==> src/rtl/bcast_tree_rr_scheduler_pkg.sv <==
`default_nettype none
// ============================================================================
// Module      : bcast_tree_rr_scheduler_pkg
// Description : Shared definitions for the broadcast-tree round-robin
//               scheduler: FSM state encoding and the helper functions that
//               derive the source-ID width and the tree pipeline latency.
// Revision    : 1.0 - initial release
// ============================================================================
package bcast_tree_rr_scheduler_pkg;

   localparam logic [1:0] c_ST_IDLE   = 2'd0;
   localparam logic [1:0] c_ST_ACTIVE = 2'd1;
   localparam logic [1:0] c_ST_DRAIN  = 2'd2;

   typedef enum logic [1:0] {
      ST_IDLE   = c_ST_IDLE,
      ST_ACTIVE = c_ST_ACTIVE,
      ST_DRAIN  = c_ST_DRAIN
   } state_e;

   // Width of a requester index; never narrower than one bit.
   function automatic int calc_id_w(input int num_req);
      return (num_req > 1) ? $clog2(num_req) : 1;
   endfunction

   // One register stage per tree level plus the input register of the tree.
   function automatic int calc_latency(input int num_output_data);
      return $clog2(num_output_data) + 1;
   endfunction

endpackage
`default_nettype wire

==> src/rtl/bcast_tree_rr_scheduler_rr_arbiter_onehot.sv <==
`default_nettype none
// ============================================================================
// Module      : rr_arbiter_onehot
// Description : Purely combinational round-robin arbiter. Picks the first
//               asserted request at or after the pointer, scanning modulo
//               NUM_REQ, and returns it as a one-hot grant plus an index.
// Ports       : i_req   - request vector
//               i_ptr   - index with highest priority this cycle
//               i_en    - when low, no grant is produced
//               o_grant - one-hot grant (all zero if none)
//               o_idx   - index of the granted requester (0 if none)
// Revision    : 1.0 - initial release
// ============================================================================
module rr_arbiter_onehot
   import bcast_tree_rr_scheduler_pkg::*;
#(
   parameter  int NUM_REQ = 4,
   localparam int ID_W    = calc_id_w(NUM_REQ)
) (
   input  logic [NUM_REQ-1:0] i_req,
   input  logic [ID_W-1:0]    i_ptr,
   input  logic               i_en,
   output logic [NUM_REQ-1:0] o_grant,
   output logic [ID_W-1:0]    o_idx
);

   logic            w_found;
   logic [ID_W-1:0] w_j;
   int              w_j_int;

   always_comb begin
      o_grant = '0;
      o_idx   = '0;
      w_found = 1'b0;
      w_j     = '0;
      w_j_int = 0;
      for (int off = 0; off < NUM_REQ; off++) begin
         // Pointer is always < NUM_REQ, so one subtraction wraps the scan.
         w_j_int = int'(i_ptr) + off;
         if (w_j_int >= NUM_REQ) begin
            w_j_int = w_j_int - NUM_REQ;
         end
         w_j = ID_W'(w_j_int);
         if (i_en && !w_found && i_req[w_j]) begin
            w_found      = 1'b1;
            o_grant[w_j] = 1'b1;
            o_idx        = w_j;
         end
      end
   end

endmodule
`default_nettype wire

==> src/rtl/bcast_tree_rr_scheduler.sv <==
`default_nettype none
// ============================================================================
// Module      : bcast_tree_rr_scheduler
// Description : Shares one pipelined 1-to-NUM_OUTPUT_DATA broadcast tree among
//               NUM_REQ requesters with round-robin arbitration. Drives the
//               tree valid/data/enable, holds the enable only while traffic
//               is pending or in flight, and delays the winner ID so it lines
//               up with the tree's registered outputs.
// Ports       : clk, rst      - clock, synchronous active-high reset
//               i_req_valid   - per-requester valid
//               i_req_data    - requester k at [k*DATA_WIDTH +: DATA_WIDTH]
//               o_req_ready   - one-hot grant/ready
//               i_flush       - pulse; aborts every in-flight word
//               o_tree_valid  - tree valid input
//               o_tree_data   - tree data input
//               o_tree_en     - tree enable (registered)
//               o_src_valid   - tree outputs carry a valid word this cycle
//               o_src_id      - requester index of that word
//               o_busy        - not idle or words still in flight
//               o_issue_cnt   - wrapping count of issued words
// Revision    : 1.0 - initial release
// ============================================================================
module bcast_tree_rr_scheduler
   import bcast_tree_rr_scheduler_pkg::*;
#(
   parameter  int DATA_WIDTH      = 32,
   parameter  int NUM_REQ         = 4,
   parameter  int NUM_OUTPUT_DATA = 8,
   parameter  int IDLE_CYCLES     = 4,
   localparam int ID_W            = calc_id_w(NUM_REQ),
   localparam int LATENCY         = calc_latency(NUM_OUTPUT_DATA)
) (
   input  logic                          clk,
   input  logic                          rst,
   input  logic [NUM_REQ-1:0]            i_req_valid,
   input  logic [NUM_REQ*DATA_WIDTH-1:0] i_req_data,
   output logic [NUM_REQ-1:0]            o_req_ready,
   input  logic                          i_flush,
   output logic                          o_tree_valid,
   output logic [DATA_WIDTH-1:0]         o_tree_data,
   output logic                          o_tree_en,
   output logic                          o_src_valid,
   output logic [ID_W-1:0]               o_src_id,
   output logic                          o_busy,
   output logic [15:0]                   o_issue_cnt
);

   localparam int              IDLE_W      = $clog2(IDLE_CYCLES + 1);
   localparam logic [IDLE_W-1:0] c_IDLE_LAST = IDLE_W'(IDLE_CYCLES - 1);
   localparam logic [ID_W-1:0]   c_PTR_LAST  = ID_W'(NUM_REQ - 1);

   state_e              r_state;
   state_e              w_state_nxt;
   logic                r_tree_en;
   logic [ID_W-1:0]     r_ptr;
   logic [IDLE_W-1:0]   r_idle_cnt;
   logic [IDLE_W-1:0]   w_idle_nxt;
   logic [15:0]         r_issue_cnt;
   logic [LATENCY-1:0]  r_sr_vld;
   logic [ID_W-1:0]     r_sr_id [LATENCY];

   logic                w_arb_en;
   logic [NUM_REQ-1:0]  w_grant;
   logic [ID_W-1:0]     w_win;
   logic                w_hs;
   logic                w_any_req;
   logic                w_inflight;
   logic [ID_W-1:0]     w_ptr_inc;
   logic [DATA_WIDTH-1:0] w_win_data;

   // Flush and reset both suppress the grant in the same cycle.
   assign w_arb_en   = (r_state == ST_ACTIVE) && !i_flush && !rst;
   assign w_any_req  = |i_req_valid;
   assign w_inflight = |r_sr_vld;
   // A grant is only ever given to an asserted valid, so any grant is a handshake.
   assign w_hs       = |w_grant;
   assign w_ptr_inc  = (w_win == c_PTR_LAST) ? '0 : w_win + ID_W'(1);

   rr_arbiter_onehot #(
      .NUM_REQ (NUM_REQ)
   ) u_arb (
      .i_req   (i_req_valid),
      .i_ptr   (r_ptr),
      .i_en    (w_arb_en),
      .o_grant (w_grant),
      .o_idx   (w_win)
   );

   // AND-OR mux on the one-hot grant; yields zero when nothing is granted.
   always_comb begin
      w_win_data = '0;
      for (int k = 0; k < NUM_REQ; k++) begin
         if (w_grant[k]) begin
            w_win_data = w_win_data | i_req_data[k*DATA_WIDTH +: DATA_WIDTH];
         end
      end
   end

   always_comb begin
      w_state_nxt = r_state;
      w_idle_nxt  = r_idle_cnt;
      if (i_flush) begin
         w_state_nxt = ST_IDLE;
         w_idle_nxt  = '0;
      end else begin
         case (r_state)
            ST_IDLE: begin
               w_idle_nxt = '0;
               if (w_any_req) begin
                  w_state_nxt = ST_ACTIVE;
               end
            end
            ST_ACTIVE: begin
               if (w_any_req) begin
                  w_idle_nxt = '0;
               end else if (r_idle_cnt == c_IDLE_LAST) begin
                  w_state_nxt = ST_DRAIN;
                  w_idle_nxt  = '0;
               end else begin
                  w_idle_nxt = r_idle_cnt + IDLE_W'(1);
               end
            end
            ST_DRAIN: begin
               w_idle_nxt = '0;
               // A new request wins over draining to IDLE. The enable must
               // stay up until the tree has emptied, or words get zeroed.
               if (w_any_req) begin
                  w_state_nxt = ST_ACTIVE;
               end else if (!w_inflight) begin
                  w_state_nxt = ST_IDLE;
               end
            end
            default: begin
               w_state_nxt = ST_IDLE;
               w_idle_nxt  = '0;
            end
         endcase
      end
   end

   always_ff @(posedge clk) begin
      if (rst) begin
         r_state     <= ST_IDLE;
         r_tree_en   <= 1'b0;
         r_ptr       <= '0;
         r_idle_cnt  <= '0;
         r_issue_cnt <= '0;
         r_sr_vld    <= '0;
         for (int i = 0; i < LATENCY; i++) begin
            r_sr_id[i] <= '0;
         end
      end else begin
         r_state    <= w_state_nxt;
         r_tree_en  <= (w_state_nxt != ST_IDLE);
         r_idle_cnt <= w_idle_nxt;
         if (w_hs) begin
            r_ptr       <= w_ptr_inc;
            r_issue_cnt <= r_issue_cnt + 16'd1;
         end
         if (i_flush) begin
            r_sr_vld <= '0;
            for (int i = 0; i < LATENCY; i++) begin
               r_sr_id[i] <= '0;
            end
         end else begin
            for (int i = LATENCY - 1; i > 0; i--) begin
               r_sr_vld[i] <= r_sr_vld[i-1];
               r_sr_id[i]  <= r_sr_id[i-1];
            end
            r_sr_vld[0] <= w_hs;
            // Storing zero for empty slots keeps o_src_id at 0 when invalid.
            r_sr_id[0]  <= w_hs ? w_win : '0;
         end
      end
   end

   // Every output reads zero while reset is held, even mid-transfer.
   assign o_req_ready  = w_grant;
   assign o_tree_valid = w_hs;
   assign o_tree_data  = w_win_data;
   assign o_tree_en    = r_tree_en & ~rst;
   assign o_src_valid  = r_sr_vld[LATENCY-1] & ~rst;
   assign o_src_id     = rst ? '0 : r_sr_id[LATENCY-1];
   assign o_busy       = ~rst & ((r_state != ST_IDLE) | w_inflight);
   assign o_issue_cnt  = rst ? '0 : r_issue_cnt;

endmodule
`default_nettype wire

==> config.mk <==
export PLATFORM = sky130hd
export DESIGN_NAME = bcast_tree_rr_scheduler
export DESIGN_NICKNAME = d
export VERILOG_FILES = /design/src/rtl/bcast_tree_rr_scheduler_pkg.sv /design/src/rtl/bcast_tree_rr_scheduler_rr_arbiter_onehot.sv /design/src/rtl/bcast_tree_rr_scheduler.sv
export SDC_FILE = /design/constraint.sdc
export NUM_CORES = 1
export LEC_CHECK = 0
export ABC_AREA = 1
export BUFFER_PORTS_ARGS = -buffer_cell sky130_fd_sc_hd__buf_4
export CAP_MARGIN = 20
export CORE_ASPECT_RATIO = 1.25
export CORE_UTILIZATION = 25
export DETAILED_ROUTE_END_ITERATION = 10
export PLACE_DENSITY = 0.57
export SLEW_MARGIN = 20
export SYNTH_ARGS = -nofsm -noshare
export SYNTH_HDL_FRONTEND = slang
export SYNTH_HIERARCHICAL = 1
export SYNTH_SLANG_ARGS = --single-unit
==> constraint.sdc <==
create_clock -name clk -period 2.7 [get_ports clk]
set_input_delay 0.405 -clock clk [delete_from_list [all_inputs] [get_ports clk]]
set_output_delay 0.405 -clock clk [all_outputs]
set_load 0.01 [all_outputs]
==> impl_metrics.csv <==
group,metric,value,unit
outcome,status,"complete, no violations",
pwr,ir_worst_vdd,266,uV
die,start_util,0.259,
cells_and_area,fin_nets,867,
setup_path,worstPathMaxFanout,9,
timing,period_share,0.978,
setup_path,cp.required,2300,ps
timing,drv_slew,0,
synth,synthesis.instances,505,
clocking,cts_buffer_depth,2,
clocking,cts_root_buf,"clkbuf_16",
pwr,power_density,312,nW/um2
clocking,clk_latency,280,ps
routing,drt-total-wl,12000,um
clocking,cts_tree,"yes",
routing,drtIter0Drc,149,
cells_and_area,most-common-layout-cells,"buf_4 (215), nand2_1 (176), nor2_1 (62)",
setup_path,start_kind,"flop",
grt,grt_start_max_net_pins,28,
grt,grt_pass1_wl,17400,um
setup_path,endpoint_kind,"output port",
clocking,htree_num_levels,2,
routing,drc,0,
cells_and_area,antenna_cells,0,
placement,routabilityCongestion,0.916,
grt,grtUsageTotal,0.170,
timing,setup_viol,0,
die,die_y,126,um
die,core.rowCount,44,
placement,placed_area,4810,um2
clocking,clock-sinks,36,
grt,antenna_found_initial,0,
run,drv_cap,0,
grt,gr-total-overflow,0,
grt,use_met1,0.208,
grt,grt_pass1_vias,3728,
setup_path,arrival,2240,ps
cells_and_area,fin_area,5320,um2
timing,rsz0062_at_grt,"yes",
die,dieArea,12700,um2
synth,synth.ff_latch_count,36,
synth,yosysWarnings,6,
routing,vias,4024,
routing,dr.pass1.iters,4,
clocking,clk_pin_slew,50,ps
clocking,postCtsHoldBufs,0,
clocking,cts_made_buffers,5,
timing,finClkSkew,4.64,ps
placement,dp_hpwl,8630,um
synth,syn_avg_cell_area,6.04,um2
placement,dp_cells,861,
cells_and_area,layout_commonest_cell,"buf_4",
die,ios,193,
pwr,p_leak,2.56,nW
die,design.core.area,11800,um2
cells_and_area,drive_gt1_frac,0.401,
timing,hold_viol,0,
cells_and_area,fin_cells,882,
timing,max_freq,379,MHz
die,dieWidth,101,um
routing,drtAntennaViolNets,0,
grt,use_met3,0.0268,
placement,numPortBuffers,192,
routing,route.detailed.wl_per_inst,13.6,um
timing,min_period,2640,ps
grt,grt_use_met2,0.305,
grt,top_usage_layer,"met2",
setup_path,critPathKind,"flop to output port",
min_path,hold_class,"flop to flop",
routing,viasPerCell,4.56,
synth,synth.distinct_cells,31,
synth,syn_area,3050,um2
cells_and_area,syn_to_final_growth,74.3,%
synth,yosysSeqAreaShare,0.256,
cells_and_area,fill_cells,1241,
-- area by class of cell --
cell class	instances	area (um2)	share of cell area
multi-input combinational	390	2070	0.389
clock inverter	2	35.0	0.00659
inverter	60	230	0.0433
sequential	36	783	0.147
tap	161	201	0.0379
timing repair buffer	227	1870	0.351
clock buffer	6	129	0.0242
-- routing by layer --
| metal | vias up | wire, um | share of wire |
|---|---|---|---|
| met5 | - | 0 | 0 |
| li1 | 2030 | - | - |
| met4 | 0 | 200 | 0.017 |
| met3 | 17 | 705 | 0.059 |
| met2 | 140 | 6150 | 0.51 |
| met1 | 1837 | 4960 | 0.41 |
-- logic make-up (layout without fill, tap and decap cells) --
kind of cell    after synthesis  after routing  share of synthesized area
other cells                   1              6                    0.00123
buf+inv                      85            295                      0.115
simple gates                347            348                      0.536
compound gates               23             23                     0.0402
flops                        36             36                      0.256
xor+xnor                      1              1                    0.00287
fa+ha+maj                    12             12                     0.0492
-- cell usage after synthesis --
cell type / n / area share
and3_1: 2 / 0.0041
nor3_2: 2 / 0.0066
nand2_2: 6 / 0.012
o31ai_1: 1 / 0.0025
inv_1: 56 / 0.069
a21oi_1: 10 / 0.016
nand2_1: 179 / 0.22
nand3b_1: 1 / 0.0025
nor2_4: 6 / 0.022
inv_2: 3 / 0.0037
clkinv_1: 1 / 0.0012
o21ai_0: 7 / 0.011
ha_1: 12 / 0.049
and2_1: 1 / 0.0021
conb_1: 1 / 0.0012
nor2_2: 5 / 0.010
nand4_1: 43 / 0.088
nand3_2: 6 / 0.020
buf_6: 3 / 0.011
o211a_1: 1 / 0.0033
nand3b_4: 1 / 0.0066
dfxtp_1: 30 / 0.20
o21ai_1: 4 / 0.0066
clkbuf_1: 15 / 0.018
nand2_4: 3 / 0.011
nor2_1: 62 / 0.076
nor2_8: 1 / 0.0066
edfxtp_1: 6 / 0.059
buf_2: 7 / 0.011
nand3_1: 29 / 0.048
xor2_1: 1 / 0.0029
-- critical path: stages (launching register included) --
cell and delay (ps):
dfxtp_2 330, inv_2 50, buf_4 170, nand2_2 70, nand3_2 80, nand2_4 120
nor2_1 50, buf_4 150, nand2_1 70, nand2_1 80, inv_2 80, nand3_4 160
buf_4 190, nor2_4 110, nand2_4 80, buf_4 150
-- report_power, final --
group / internal [mW] / total (mW) / switching [mW]
Combinational: 0.245 / 0.450 / 0.205
Sequential: 0.557 / 0.562 / 0.00543
Clock: 0.434 / 0.647 / 0.213
Total: 1.24 / 1.66 / 0.424
-- registers in the layout, summed over array words and instances, names as in the netlist --
name and cells:
r_idle_cnt 3, r_issue_cnt 16, r_ptr 2, r_sr_id 8
r_sr_vld 4, r_state 2, r_tree_en 1
-- stage by stage --
stage / hold slack (ps) / setup WS (ps) / utilization / setup TNS (ps) / power, mW
5_1_grt: 438 / -63.4 / 0.451 / -1080 / 1.74
4_1_cts: 420 / 49.9 / 0.431 / 0 / 1.62
6_report: 419 / 58.1 / 0.451 / 0 / 1.66
3_3_place_gp: 406 / 168 / 0.409 / 0 / 0.958
2_1_floorplan: 399 / 65.1 / - / 0 / 0.730
3_5_place_dp: 411 / 82.6 / 0.409 / 0 / 0.961
-- final timing paths --
path                      start  cells after the start  slack (ps)              to
setup / recovery       r_ptr[0]                     15          60    o_tree_valid
hold / removal    r_idle_cnt[0]                      1         420   r_idle_cnt[0]
setup reg to reg       r_ptr[1]                     17         260  r_issue_cnt[7]
hold reg to reg   r_idle_cnt[0]                      1         420   r_idle_cnt[0]
-- timing repair --
item | CTS | global route
gates resized for setup | 12 | 24
endpoints found under the setup margin | 35 | 33
setup buffers | 1 | 6
cloned | 2 | 4
pin swaps | 2 | 23
Note: power is estimated with default switching activity, not from simulation.
